`config.mk`:
```
export PLATFORM = sky130hd
export DESIGN_NAME = feedback_gate_mc_flat
export DESIGN_NICKNAME = d
export VERILOG_FILES = /design/src/rtl/feedback_gate_pkg.sv /design/src/rtl/feedback_gate_if.sv /design/src/rtl/feedback_gate_lane.sv /design/src/rtl/feedback_gate_mc.sv /design/src/flat_wrapper.sv
export SDC_FILE = /design/constraint.sdc
export NUM_CORES = 1
export LEC_CHECK = 0
export ABC_AREA = 1
export BUFFER_PORTS_ARGS = -buffer_cell sky130_fd_sc_hd__clkbuf_2
export CORE_ASPECT_RATIO = 0.6
export CORE_MARGIN = 5
export CORE_UTILIZATION = 55
export CTS_CLUSTER_SIZE = 12
export DETAILED_ROUTE_END_ITERATION = 10
export PLACE_DENSITY = 0.76
export REMOVE_ABC_BUFFERS = 1
export SYNTH_ARGS = -nofsm -noshare
export SYNTH_HDL_FRONTEND = slang
export SYNTH_SLANG_ARGS = --single-unit
export TNS_END_PERCENT = 20
```
`constraint.sdc`:
```
create_clock -name clk -period 2.72 [get_ports clk]
set_clock_uncertainty 0.1 [all_clocks]
set_input_delay 0 -clock clk [delete_from_list [all_inputs] [get_ports clk]]
set_output_delay 0 -clock clk [all_outputs]
set_load 0.01 [all_outputs]
```
`src/rtl/feedback_gate_pkg.sv`:
```
// feedback_gate_pkg: shared widths and constant helpers for the multi-channel feedback gate.
package feedback_gate_pkg;
    function automatic int clog2(input int v);
        int r = 0;
        while ((1 << r) < v) r++;
        return r;
    endfunction
    function automatic int max2(input int a, input int b);
        return a > b ? a : b;
    endfunction
    localparam int NCH_DEF = 4;
    localparam int DOT_LEN_DEF = 3;
    localparam int CH_W = max2(1, clog2(NCH_DEF));
    localparam int CNT_W = clog2(DOT_LEN_DEF + 1);
endpackage

```
`src/rtl/feedback_gate_if.sv`:
```
// feedback_gate_if: term stream from the MAC adder and the gate's returned/finished values.
interface feedback_gate_if #(
    parameter int DATA_W = 16,
    parameter int CH_W = feedback_gate_pkg::CH_W,
    parameter int CNT_W = feedback_gate_pkg::CNT_W
);
    logic clr;
    logic in_valid;
    logic [CH_W-1:0] ch_sel;
    logic [DATA_W-1:0] din;
    logic [DATA_W-1:0] feedback;
    logic [DATA_W-1:0] dout;
    logic [CH_W-1:0] dout_ch;
    logic out_valid;
    logic [CNT_W-1:0] term_cnt;
    modport master (output clr, in_valid, ch_sel, din, input feedback, dout, dout_ch, out_valid, term_cnt);
    modport slave (input clr, in_valid, ch_sel, din, output feedback, dout, dout_ch, out_valid, term_cnt);
endinterface

```
`src/rtl/feedback_gate_lane.sv`:
```
// feedback_gate_lane: partial sum and term counter of one channel.
module feedback_gate_lane #(
    parameter int DATA_W = 16,
    parameter int DOT_LEN = 3,
    parameter int ZERO_RESTART = 1,
    parameter int CNT_W = 2
) (
    input  logic clk,
    input  logic aclr,
    input  logic clr,
    input  logic hit,
    input  logic [DATA_W-1:0] din,
    output logic [DATA_W-1:0] fb,
    output logic [CNT_W-1:0] cnt,
    output logic is_final
);
    assign is_final = cnt == CNT_W'(DOT_LEN - 1);
    // the final term wins over a zero abort, so a zero last term still completes
    always_ff @(posedge clk or posedge aclr)
        if (aclr) begin
            fb <= '0;
            cnt <= '0;
        end else if (clr) begin
            fb <= '0;
            cnt <= '0;
        end else if (hit) begin
            if (is_final || (ZERO_RESTART != 0 && din == '0)) begin
                fb <= '0;
                cnt <= '0;
            end else begin
                fb <= din;
                cnt <= cnt + 1'b1;
            end
        end
endmodule

```
`src/rtl/feedback_gate_mc.sv`:
```
// feedback_gate_mc: time-interleaved dot-product feedback gate; returns each channel's
// running sum to the adder and emits the finished sum after DOT_LEN terms.
module feedback_gate_mc
    import feedback_gate_pkg::*;
#(
    parameter int DATA_W = 16,
    parameter int DOT_LEN = 3,
    parameter int NCH = 4,
    parameter int ZERO_RESTART = 1
) (
    input logic clk,
    input logic aclr,
    feedback_gate_if.slave bus
);
    localparam int CHW = max2(1, clog2(NCH));
    localparam int CNTW = clog2(DOT_LEN + 1);
    logic [CHW-1:0] ch;
    logic sel_ok;
    logic [NCH-1:0] hit, fin;
    logic [DATA_W-1:0] fb [NCH];
    logic [CNTW-1:0] cnt [NCH];
    assign ch = NCH == 1 ? '0 : bus.ch_sel;
    assign sel_ok = int'(ch) < NCH;
    genvar i;
    for (i = 0; i < NCH; i++) begin : g_lane
        assign hit[i] = bus.in_valid && sel_ok && ch == CHW'(i);
        feedback_gate_lane #(
            .DATA_W(DATA_W), .DOT_LEN(DOT_LEN), .ZERO_RESTART(ZERO_RESTART), .CNT_W(CNTW)
        ) u_lane (
            .clk(clk), .aclr(aclr), .clr(bus.clr), .hit(hit[i]), .din(bus.din),
            .fb(fb[i]), .cnt(cnt[i]), .is_final(fin[i])
        );
    end
    // an out-of-range select reads as an empty channel
    always_comb begin
        bus.feedback = '0;
        bus.term_cnt = '0;
        for (int c = 0; c < NCH; c++)
            if (sel_ok && ch == CHW'(c)) begin
                bus.feedback = fb[c];
                bus.term_cnt = cnt[c];
            end
    end
    always_ff @(posedge clk or posedge aclr)
        if (aclr) begin
            bus.dout <= '0;
            bus.dout_ch <= '0;
            bus.out_valid <= 1'b0;
        end else if (bus.clr) begin
            bus.dout <= '0;
            bus.dout_ch <= '0;
            bus.out_valid <= 1'b0;
        end else begin
            bus.out_valid <= |(hit & fin);
            if (|hit) begin
                bus.dout <= bus.din;
                bus.dout_ch <= ch;
            end
        end
endmodule

```
`src/flat_wrapper.sv`:
```
// flat-port wrapper written by rule: the top's interface ports become plain ports
module feedback_gate_mc_flat import feedback_gate_pkg::*;
#(
    parameter int DATA_W = 16,
    parameter int DOT_LEN = 3,
    parameter int NCH = 4,
    parameter int ZERO_RESTART = 1
)
  (clk, aclr, bus_clr, bus_in_valid, bus_ch_sel, bus_din, bus_feedback, bus_dout, bus_dout_ch, bus_out_valid, bus_term_cnt);
  feedback_gate_if #(.DATA_W(DATA_W), .CH_W(2), .CNT_W(2)) bus_i ();
  input logic clk;
  input logic aclr;
  input wire logic [$bits(bus_i.clr)-1:0] bus_clr;
  input wire logic [$bits(bus_i.in_valid)-1:0] bus_in_valid;
  input wire logic [$bits(bus_i.ch_sel)-1:0] bus_ch_sel;
  input wire logic [$bits(bus_i.din)-1:0] bus_din;
  output wire logic [$bits(bus_i.feedback)-1:0] bus_feedback;
  output wire logic [$bits(bus_i.dout)-1:0] bus_dout;
  output wire logic [$bits(bus_i.dout_ch)-1:0] bus_dout_ch;
  output wire logic [$bits(bus_i.out_valid)-1:0] bus_out_valid;
  output wire logic [$bits(bus_i.term_cnt)-1:0] bus_term_cnt;
  assign bus_i.clr = bus_clr;
  assign bus_i.in_valid = bus_in_valid;
  assign bus_i.ch_sel = bus_ch_sel;
  assign bus_i.din = bus_din;
  assign bus_feedback = bus_i.feedback;
  assign bus_dout = bus_i.dout;
  assign bus_dout_ch = bus_i.dout_ch;
  assign bus_out_valid = bus_i.out_valid;
  assign bus_term_cnt = bus_i.term_cnt;
  feedback_gate_mc #(.DATA_W(DATA_W), .DOT_LEN(DOT_LEN), .NCH(NCH), .ZERO_RESTART(ZERO_RESTART)) u_core (.clk(clk), .aclr(aclr), .bus(bus_i));
endmodule
```
==> metrics <==
Max clock buf depth 2; Crit-path slowest cell dlygate4sd3_1; final-layout fill cell count 701; Crit path largest cell delay 0.55 ns; Final period util 0.767; gr ovfl total 0; GRT Overall Usage 0.288; GPL Wtd Cong 0.866; residual DRC count 0; # setup viols final 0; Tot Pwr 3.21 mW; Critical Path, Cell by Cell dlygate4sd3_1 > clkbuf_2 > nand2_2 > inv_2 > nand2_1 > nand4_1 > clkbuf_2; Mapped Area 0.00459 sq mm; root buffer cell clkbuf_16; #FFs+latches synth 91; Post-synth EDFFs 0; fin crit period 2.09 ns; status finished, final reports clean; WL final 13800 um; CTS sink cnt 91; initial core utilization 0.573; Layout area overhead 19.0%; synth top area cells dfrtp_1 50%, nand2_1 21%, nand3_1 10%, nor2_1 6.6%, nand4_1 2.3%; HP Class primary input to register; initial antenna violation count 0; Ports 59; Core ar. 0.00801 sq mm; Fin Hold WS 0.0114 ns; Slew @ Worst Pin 0.780 ns; vias 4570; routed wire length per instance 17.4 um; pwr/cell area 589 mW/mm^2; layout cells sized above 1 0.152; syn_area_per_cell 7.36 sq um; critical path's most frequent cell clkbuf_2; vias in the first global route 4516; Port Buffers 58; Arrival @ worst endpoint 1.99 ns; post-synth top area share 0.496; Req. time, crit path 2.62 ns; vias per std cell 5.73; first-pass GRT wire length 23100 um; peak supply drop 0.000334 V; Slew Viols, Final 0; die area 0.0103 sq mm; Final Hold Viols 0; largest net degree at the start of global routing 52; Cell Rows 25; CP Class primary input to primary output; Placed Area 0.00491 sq mm; Worst slew margin 0.480; postcts setup bufs 0; ys flop type dfrtp_1; synth cell count leaders 256 x nand2_1, 95 x nand3_1, 91 x dfrtp_1, 81 x nor2_1, 21 x buf_2; Nets 710; Max Fclk 480 MHz; crit path max fanout 19; clock latency on the worst-skew pair 0.35 ns; crit path launch type primary input; delay-heaviest family, CP buffers and inverters; final instance area 0.00546 sq mm; top-count cell post-synth nand2_1; cells after synthesis 623; leakage 2.93 nW; maxcap violations 0; Post-synth ARST share 1.00; Synthesis Warnings 0; WP buf/inv 4; Routed Antenna Nets 0; post-DP HPWL 8340 um; Yosys cell types 22; cell taking the most area after synthesis dfrtp_1; CTS tree done; Sum Neg Setup Slack 0 ns; diode count 0; H-tree depth 3; Worst setup EP type primary output; Die W 128 um; sequential share of the synthesized area 0.496; number of CTS-inserted buffers 9; RSZ-0062 raised after global routing false; die extent in y 80.8 um; initial drt markers 470; DRT Pass-1 Iters 5; clk slew on worst S/H paths 0.06 ns
cells by family after synthesis:
group	Yosys count	share of synthesized area
adder cells (fa/ha/maj)	4	0.0109
AND/OR/NAND/NOR	469	0.433
buffers and inverters	54	0.0532
AO/OA/AOI/OAI	5	0.00627
flip-flops	91	0.496
routing by layer:
| metal | track usage | vias to the layer above | wire [um] |
|---|---|---|---|
| met3 | 0.0769 | 28 | 1320 |
| met1 | 0.389 | 2184 | 5990 |
| li1 | - | 2103 | - |
| met2 | 0.450 | 255 | 6290 |
| met4 | 0.110 | 0 | 245 |
| met5 | 0 | - | 0 |
power by group:
group          internal [mW]  switching (mW)
Combinational          0.101           0.233
Clock                  0.896           0.553
Sequential              1.40          0.0298
Total                   2.40           0.815
layout by cell type, fill, tap and decap left out:
master	Yosys	routed
nand4_1	17	17
nor2_4	1	1
clkbuf_16	0	9
buf_12	0	2
nor2_2	1	1
inv_1	7	6
buf_4	2	2
nand2_2	11	12
nor3_1	5	5
clkinv_2	0	3
bufinv_16	0	3
ha_1	4	4
nor2_8	1	1
clkinv_4	0	1
o21ai_0	1	1
nand2_1	256	255
o2111ai_1	1	1
nor2_1	81	81
inv_2	10	10
clkinv_1	4	4
clkinvlp_4	0	1
o21ai_1	3	3
clkbuf_2	0	58
nor3_2	1	1
nand3_1	95	95
dlygate4sd3_1	0	21
dfrtp_1	91	91
timing repair:
action,CTS,global route
endpoints found under the setup margin,0,0
resized for setup,0,0
endpoints found under the hold margin,91,0
hold buffers,21,0
cell type report:
| class | count | area (sq um) | area share |
|---|---|---|---|
| multi-input combinational | 478 | 2070 | 0.379 |
| inverter | 21 | 80.1 | 0.0147 |
| timing repair buffer | 83 | 556 | 0.102 |
| sequential | 91 | 2280 | 0.417 |
| tap | 108 | 135 | 0.0248 |
| clock buffer | 9 | 225 | 0.0413 |
| clock inverter | 7 | 116 | 0.0213 |
final timing paths:
check / start / to / slack (ns) / cells past startpoint
worst max-delay path: bus_ch_sel[1] / bus_feedback[7] / 0.63 / 7
worst min-delay path: bus_in_valid / u_core.bus.out_valid$_DFF_PP0_ / 0.01 / 5
worst max register to register: u_core.g_lane[2].u_lane.cnt[0]$_DFFE_PP0P_ / u_core.bus.out_valid$_DFF_PP0_ / 0.90 / 6
worst min register to register: u_core.g_lane[0].u_lane.fb[6]$_DFFE_PP0P_ / u_core.g_lane[0].u_lane.fb[6]$_DFFE_PP0P_ / 0.38 / 2
max in group asynchronous: aclr / u_core.g_lane[0].u_lane.fb[6]$_DFFE_PP0P_ / 1.60 / 4
min in group asynchronous: aclr / u_core.g_lane[3].u_lane.fb[8]$_DFFE_PP0P_ / 0.20 / 3
state kept, by name, summed over array words and instances, names as in the netlist:
register                  flops
u_core.g_lane.u_lane.fb      64
u_core.g_lane.u_lane.cnt      8
u_core.bus.dout              16
u_core.bus.dout_ch            2
u_core.bus.out_valid          1
through the flow:
step | instances | util | setup WS [ns]
2_1_floorplan | 590 | - | 0.256
5_1_grt | 797 | 0.682 | 0.565
6_report | 797 | 0.682 | 0.635
3_3_place_gp | 760 | 0.613 | 0.993
4_1_cts | 797 | 0.682 | 0.705
3_5_place_dp | 760 | 0.613 | 0.953
tightest hold or removal path: stages:
cell and delay, ns:
clkbuf_2 0.15, nand3_1 0.11, nand2_1 0.05, nor2_1 0.08, nor2_1 0.04
(Power assumes the default switching activity.)
